===== src/rtl/fb_pixel_writer.sv =====
// Pixel stream consumer: clips iterator coordinates, converts them to linear addresses and queues
// framebuffer writes behind a valid/ready port. Optional clip counter enabled by FB_CLIP_STATS_EN.
module fb_pixel_writer #(
    parameter int CORDW = 10,
    parameter int FB_W  = 640,
    parameter int FB_H  = 480,
    parameter int ADDRW = 19,
    parameter int COLRW = 12,
    parameter int DEPTH = 4
) (
    input  logic             clk,
    input  logic             rst_n,
    input  logic             start_i,
    input  logic [COLRW-1:0] colour_i,
    input  logic [CORDW-1:0] pix_x_i,
    input  logic [CORDW-1:0] pix_y_i,
    input  logic             pix_drawing_i,
    input  logic             pix_done_i,
    output logic             pix_oe_o,
    output logic [ADDRW-1:0] mem_addr_o,
    output logic [COLRW-1:0] mem_data_o,
    output logic             mem_we_o,
    input  logic             mem_ready_i,
    output logic             busy_o,
    output logic             done_o
`ifdef FB_CLIP_STATS_EN
    ,
    output logic [15:0]      clip_cnt_o
`endif
);

    localparam int PW = (DEPTH > 1) ? $clog2(DEPTH) : 1;
    localparam int CW = PW + 1;
    localparam logic [CORDW:0] FB_W_LIM = (CORDW+1)'(FB_W);
    localparam logic [CORDW:0] FB_H_LIM = (CORDW+1)'(FB_H);
    localparam logic [CW:0]    OE_LIM   = (CW+1)'(DEPTH - 1);

    typedef enum logic [1:0] {
        IDLE  = 2'd0,
        RUN   = 2'd1,
        DRAIN = 2'd2
    } state_t;

    state_t state_q, state_d;
    logic   done_q, done_d;

    logic [COLRW-1:0] colour_q;
    logic             accept;
    logic             start_ok;

    logic             s1_valid_q;
    logic             s1_inr_q;
    logic [CORDW-1:0] s1_x_q;
    logic [CORDW-1:0] s1_y_q;

    logic             s2_valid_q;
    logic             s2_inr_q;
    logic [ADDRW-1:0] s2_addr_q;

    logic [ADDRW-1:0] fifo_addr_q [DEPTH];
    logic [COLRW-1:0] fifo_data_q [DEPTH];
    logic [PW-1:0]    wr_ptr_q;
    logic [PW-1:0]    rd_ptr_q;
    logic [CW-1:0]    count_q;
    logic [CW-1:0]    count_d;
    logic             push;
    logic             pop;
    logic             fifo_empty;
    logic             pipe_empty;
    logic [CW:0]      inflight;

    // ---------------- FSM: state register ----------------
    always_ff @(posedge clk or negedge rst_n) begin
        if (!rst_n) begin
            state_q <= IDLE;
            done_q  <= 1'b0;
        end else begin
            state_q <= state_d;
            done_q  <= done_d;
        end
    end

    // ---------------- FSM: next state ----------------
    always_comb begin
        state_d = state_q;
        done_d  = 1'b0;
        case (state_q)
            IDLE:    if (start_i) state_d = RUN;
            RUN:     if (pix_done_i) state_d = DRAIN;
            DRAIN: begin
                if (pipe_empty && fifo_empty) begin
                    state_d = IDLE;
                    done_d  = 1'b1;
                end
            end
            default: state_d = IDLE;
        endcase
    end

    // ---------------- FSM: outputs ----------------
    always_comb begin
        busy_o   = (state_q != IDLE);
        done_o   = done_q;
        start_ok = (state_q == IDLE) && start_i;
        accept   = (state_q == RUN) && pix_drawing_i;
        // Counting every in-flight slot keeps the FIFO from ever overflowing.
        pix_oe_o = (state_q == RUN) && (inflight <= OE_LIM);
    end

    assign inflight   = {1'b0, count_q} + (CW+1)'(s1_valid_q) + (CW+1)'(s2_valid_q);
    assign pipe_empty = !s1_valid_q && !s2_valid_q;

    always_ff @(posedge clk or negedge rst_n) begin
        if (!rst_n) begin
            colour_q <= '0;
        end else if (start_ok) begin
            colour_q <= colour_i;
        end
    end

    // ---------------- Pipeline ----------------
    always_ff @(posedge clk or negedge rst_n) begin
        if (!rst_n) begin
            s1_valid_q <= 1'b0;
            s1_inr_q   <= 1'b0;
            s1_x_q     <= '0;
            s1_y_q     <= '0;
            s2_valid_q <= 1'b0;
            s2_inr_q   <= 1'b0;
            s2_addr_q  <= '0;
        end else begin
            s1_valid_q <= accept;
            if (accept) begin
                s1_x_q   <= pix_x_i;
                s1_y_q   <= pix_y_i;
                s1_inr_q <= ({1'b0, pix_x_i} < FB_W_LIM) && ({1'b0, pix_y_i} < FB_H_LIM);
            end
            s2_valid_q <= s1_valid_q;
            s2_inr_q   <= s1_valid_q && s1_inr_q;
            s2_addr_q  <= ADDRW'(s1_y_q) * ADDRW'(FB_W) + ADDRW'(s1_x_q);
        end
    end

    // ---------------- First-word-fall-through write FIFO ----------------
    assign fifo_empty = (count_q == '0);
    assign push       = s2_valid_q && s2_inr_q;
    assign pop        = !fifo_empty && mem_ready_i;
    assign count_d    = count_q + CW'(push) - CW'(pop);

    always_ff @(posedge clk or negedge rst_n) begin
        if (!rst_n) begin
            for (int i = 0; i < DEPTH; i++) begin
                fifo_addr_q[i] <= '0;
                fifo_data_q[i] <= '0;
            end
            wr_ptr_q <= '0;
            rd_ptr_q <= '0;
            count_q  <= '0;
        end else begin
            if (push) begin
                fifo_addr_q[wr_ptr_q] <= s2_addr_q;
                fifo_data_q[wr_ptr_q] <= colour_q;
                wr_ptr_q              <= wr_ptr_q + 1'b1;
            end
            if (pop) begin
                rd_ptr_q <= rd_ptr_q + 1'b1;
            end
            count_q <= count_d;
        end
    end

    assign mem_we_o   = !fifo_empty;
    assign mem_addr_o = fifo_addr_q[rd_ptr_q];
    assign mem_data_o = fifo_data_q[rd_ptr_q];

`ifdef FB_CLIP_STATS_EN
    logic [15:0] clip_cnt_q;

    always_ff @(posedge clk or negedge rst_n) begin
        if (!rst_n) begin
            clip_cnt_q <= '0;
        end else if (start_ok) begin
            clip_cnt_q <= '0;
        end else if (s2_valid_q && !s2_inr_q && (clip_cnt_q != 16'hFFFF)) begin
            clip_cnt_q <= clip_cnt_q + 16'd1;
        end
    end

    assign clip_cnt_o = clip_cnt_q;
`endif

endmodule


===== config.mk =====
export PLATFORM = sky130hd
export DESIGN_NAME = fb_pixel_writer
export DESIGN_NICKNAME = d
export VERILOG_FILES = /design/src/rtl/fb_pixel_writer.sv
export SDC_FILE = /design/constraint.sdc
export NUM_CORES = 1
export LEC_CHECK = 0
export BUFFER_PORTS_ARGS = -buffer_cell sky130_fd_sc_hd__buf_2
export CAP_MARGIN = 20
export CORE_AREA = 3 3 204 126
export DETAILED_ROUTE_END_ITERATION = 8
export DIE_AREA = 0 0 207 129
export GPL_ROUTABILITY_DRIVEN = 0
export PLACE_DENSITY_LB_ADDON = 0.1
export SYNTH_ARGS = -nofsm -noshare
export SYNTH_HDL_FRONTEND = slang
export SYNTH_SLANG_ARGS = --single-unit

===== constraint.sdc =====
create_clock -name clk -period 4 [get_ports clk]
set_input_delay 0.2 -clock clk [delete_from_list [all_inputs] [get_ports clk]]
set_output_delay 0.2 -clock clk [all_outputs]
set_load 0.1 [all_outputs]

# == Word level (Yosys, flattened, before mapping) ==
# Index checks and enable logic that the tools add are counted.
# op_classes
add_sub_neg,7
n_mul,1
n_lt_le_gt_ge,6
n_eq_ne,5
muxes,18
bitwise_logic,2
n_reduce_logical,17
# ops
cell,n
$bwmux W76,1
$mux W19,3
$bwmux W48,1
$bmux W19 S2,1
$demux W19 S2,1
$mux W12,3
$bmux W12 S2,1
$demux W12 S2,1
$add A19 B10 Y19,1
$mul A10 B3 Y12 const B,1
$logic_and A1 B1 Y1,10
$lt A10 B10 Y1 const B,1
$lt A10 B9 Y1 const B,1
$ge A3 B3 Y1 const B,2
$mux W2,3
$ne A2 B2 Y1 const B,3
$not A2 Y3,2
$pmux W2 S3,1
$add A2 B1 Y2 const B,2
$add A3 B1 Y4,1
$add A4 B1 Y4,1
$le A4 B2 Y1 const B,1
$add A3 B1 Y3,1
$logic_not A1 Y1,3
9 further kinds,10
# totals
ff_bits,189
input_bits,38
word_cells,77

# == Longest topological paths before layout ==
# depth
depth_word,6
depth_mapped,9
mapped_depth_nobuf,9

# == Least setup slack after synthesis ==
# Ideal clock, no wire load.
# synth_path
path_kind,register to register
from,register count_q[1]
to,register count_q[2]
arrival_ns,2.589
t_required_ns,3.878
path_slack_ns,1.289
path_stages_with_launch,9
synth_period_minus_slack_ns,2.711
cell_sequence,dfrtp_1 > or3_1 > and2_1 > ha_1 > inv_1 > ha_1 > inv_1 > fa_1 > xor2_1
# synth_between
elab_chain_cells,4
# synth_rtl
item,line_no,source
from (decl),64,logic [CW-1:0] count_q;
from (signal assigned),168,count_q <= count_d;
$logic_not A3 Y1,145,assign fifo_empty = (count_q == '0);
$logic_not A1 Y1,--,
named net mem_we_o,22,"output logic mem_we_o,"
$logic_and A1 B1 Y1,147,assign pop = !fifo_empty && mem_ready_i;
named net pop,67,logic pop;
$sub A3 B1 Y3,148,assign count_d = count_q + CW'(push) - CW'(pop);
named net count_d[2],65,logic [CW-1:0] count_d;
# The timed path passes the listed nets, and every way through them passes these cells.
# A chain may end at the register's enable or synchronous reset.

# == Final worst setup path ==
# layout_path
from,register s1_y_q[1]
to,register s2_addr_q[17]
# layout_between
elab_chain_cells,2
# layout_rtl
item,line_no,source
from (decl),54,logic [CORDW-1:0] s1_y_q;
from (signal assigned),135,s1_y_q <= pix_y_i;
$mul A10 B3 Y12,140,s2_addr_q <= ADDRW'(s1_y_q) * ADDRW'(FB_W) + ADDRW'(s1_x_q);
$add A19 B10 Y19,140,
to (signal assigned),140,
to (decl),58,logic [ADDRW-1:0] s2_addr_q;
# No other way between the ends.

==> flow_metrics.tcl <==
set metrics [dict create \
    status "completed" \
    grt_max_degree 130 \
    post_route_cells_drive_above_1_share_pct 41.8 \
    wirelength_um 18100 \
    finalMaxSlewViolations 0 \
    ir_drop_uv 422 \
    tightest_slew_ns 0.982 \
    setup_viol 0 \
    worst-setup-path-type "register to register" \
    synthArstFlopShare_pct 100 \
    layout_setup_ws_ns 1.29 \
    ys_ff_latch 189 \
    synth_cell_types 40 \
    fmax_mhz 369 \
    row_count 44 \
    synth_cells 572 \
    cp-end-kind "register" \
    drtIter0Drc 240 \
    slew_headroom_pct 34.5 \
    grtUsageTotal_pct 14.5 \
    dieArea_mm2 0.0267 \
    hp-start "pix_done_i" \
    cts_made_buffers 17 \
    clkTransAtPathRegs_ns 0.07 \
    p_per_area_mw_per_mm2 683 \
    syn_area_mm2 0.00832 \
    dp_hpwl_um 11900 \
    grt_pass1_vias 5158 \
    synth_edf_count 0 \
    crit_arrival_ns 3.07 \
    crit_path_start_kind "register" \
    clkSinkCount 189 \
    yosys_warnings 0 \
    post_drt_wl_per_cell_um 17.8 \
    fin_skew_ns 0.00730 \
    nNetsFinal 751 \
    die_h_um 129 \
    cp.required_ns 4.36 \
    areaGrowthSynthToFinish_pct 21.3 \
    grt_pass1_wl_um 29600 \
    crit_chain "ha_1 -> ha_1 -> fa_1 -> a211oi_2 -> o21bai_1 -> a21oi_1 -> xnor2_1 -> and4_1 -> xor2_1" \
    dp_slack_ns 1.29 \
    diodes 0 \
    ys_seq_area_share_pct 56.8 \
    drc 0 \
    layout_commonest_cell "dfrtp_1" \
    synth_nets 640 \
    vias 4874 \
    cts_resized 0 \
    htree_levels 4 \
    p_total_uw 6900 \
    min_period_ns 2.71 \
    period_share_pct 67.8 \
    slowest_stage "fa_1" \
    rsz0062_at_grt "false" \
    via_per_inst 4.79 \
    cts_tree "built" \
    cts_root_buf "clkbuf_16" \
    avgSynthCellArea_um2 14.6 \
    port_buffers 72 \
    synth.largest_area_cell "dfrtp_1" \
    final_hold_viol_count 0 \
    tns_ns 0 \
    hold_buffers 34 \
    ys.flop_type "dfrtp_1" \
    cp_max_fo 3 \
    clockBufferDepth 2 \
    synthTopCellsByArea "dfrtp_1, mux2_2, mux4_2" \
    p_leak_uw 0.00503 \
    start_util_pct 34.7 \
    postPlaceCellArea_mm2 0.00912 \
    max_stage_delay_ns 0.43 \
    core_area_mm2 0.0240 \
    final_area_mm2 0.0101 \
    holdWs_ns 0.0314 \
    hp-class "input pin to register" \
    die_width_um 207 \
    post_cts_buffers 0 \
    io_pins 73 \
    final_cell_mix "dfrtp_1, mux2_2, buf_2" \
    synth_top_cell_area_share_pct 56.8 \
    rr_startpoint "s1_y_q[1]$_DFFE_PN0P_" \
    clock_latency_ns 0.44 \
    drt-pass1-iter-count 4 \
    antenna_left 0 \
    grt.overflow.total 0 \
    crit_path_frequent_cell "ha_1" \
    critPathLaunch "s1_y_q[1]$_DFFE_PN0P_" \
    drv_cap 0 \
    antenna_found_initial 0 \
]
-- layout make-up --
| type | count | area, um2 |
|---|---|---|
| clock inverters | 6 | 82.6 |
| well taps | 322 | 403 |
| fillers | 2263 | 13900 |
| flip-flops and latches | 189 | 4730 |
| repair buffers | 116 | 862 |
| clock buffers | 26 | 499 |
| multi-input cells | 347 | 3470 |
| inverters | 12 | 45.0 |
-- flip-flops by register name, summed over array words and instances, names as in the netlist, 3 cells and up --
| signal | flops |
|---|---|
| s2_addr_q | 19 |
| count_q | 3 |
| colour_q | 12 |
| s1_x_q | 10 |
| fifo_addr_q | 76 |
| s1_y_q | 10 |
| fifo_data_q | 48 |
-- through the flow --
stage / utilization (%) / std cells
after detailed placement: 38.0 / 950
final: 42.1 / 1018
after floorplan: - / 572
after CTS: 41.8 / 1016
after global placement: 37.8 / 948
after global routing: 42.1 / 1018
-- cell usage after synthesis (2+ instances only) --
master and count:
nand2_1 66, nand3_1 4, a21oi_1 5, nand3b_1 2, a21o_1 2, buf_1 14, dfrtp_1 189, nand4_1 2
xnor2_1 13, clkbuf_1 5, xor2_1 6, o21ai_0 8, and2_1 2, mux4_2 31, nor3_1 3, buf_2 5
ha_1 27, nand2b_1 2, fa_1 3, o21bai_1 2, mux2_2 137, o22ai_1 2, nor2_1 14, inv_1 12
-- metal layers --
metal	vias to the layer above	wire [um]	part of all wire (%)	global-route usage, %
li1	2261	-	-	-
met1	2528	9320	51	20.9
met2	65	8020	44	21.4
met3	20	502	2.8	3.29
met4	0	305	1.7	5.62
met5	-	0	0	0
-- final timing paths --
| kind | slack [ns] | cells past startpoint | endpoint |
|---|---|---|---|
| worst max-delay path | 1.29 | 9 | s2_addr_q[17]$_DFF_PN0_ |
| worst min-delay path | 0.03 | 4 | state_q[0]$_DFFE_PN0P_ |
| worst max register to register | 1.29 | 9 | s2_addr_q[17]$_DFF_PN0_ |
| worst min register to register | 0.37 | 0 | s2_addr_q[4]$_DFF_PN0_ |
| max in group asynchronous | 2.68 | 4 | rd_ptr_q[0]$_DFFE_PN0P_ |
| min in group asynchronous | 0.19 | 2 | fifo_addr_q[71]$_DFFE_PN0P_ |
-- kinds of logic after synthesis --
kind of cell | count (synthesis) | synth area share (%)
fa+ha+maj | 30 | 4.78
mux | 168 | 26.9
flops | 189 | 56.8
simple gates | 102 | 5.32
xor+xnor | 20 | 2.19
buf+inv | 36 | 1.70
compound gates | 27 | 2.25
-- worst max-delay path: cells and delay by family, from the launching register on --
kind / cells / cell delay, ns
AO/OA/AOI/OAI: 3 / 0.60
flip-flops: 1 / 0.41
XOR/XNOR: 2 / 0.38
AND/OR/NAND/NOR: 1 / 0.25
adder cells (fa/ha/maj): 3 / 0.98
-- report_power, final --
group | internal (uW) | switching (uW)
clock | 985 | 713
combinational | 980 | 1390
sequential | 2340 | 484
(Power assumes the default switching activity.)
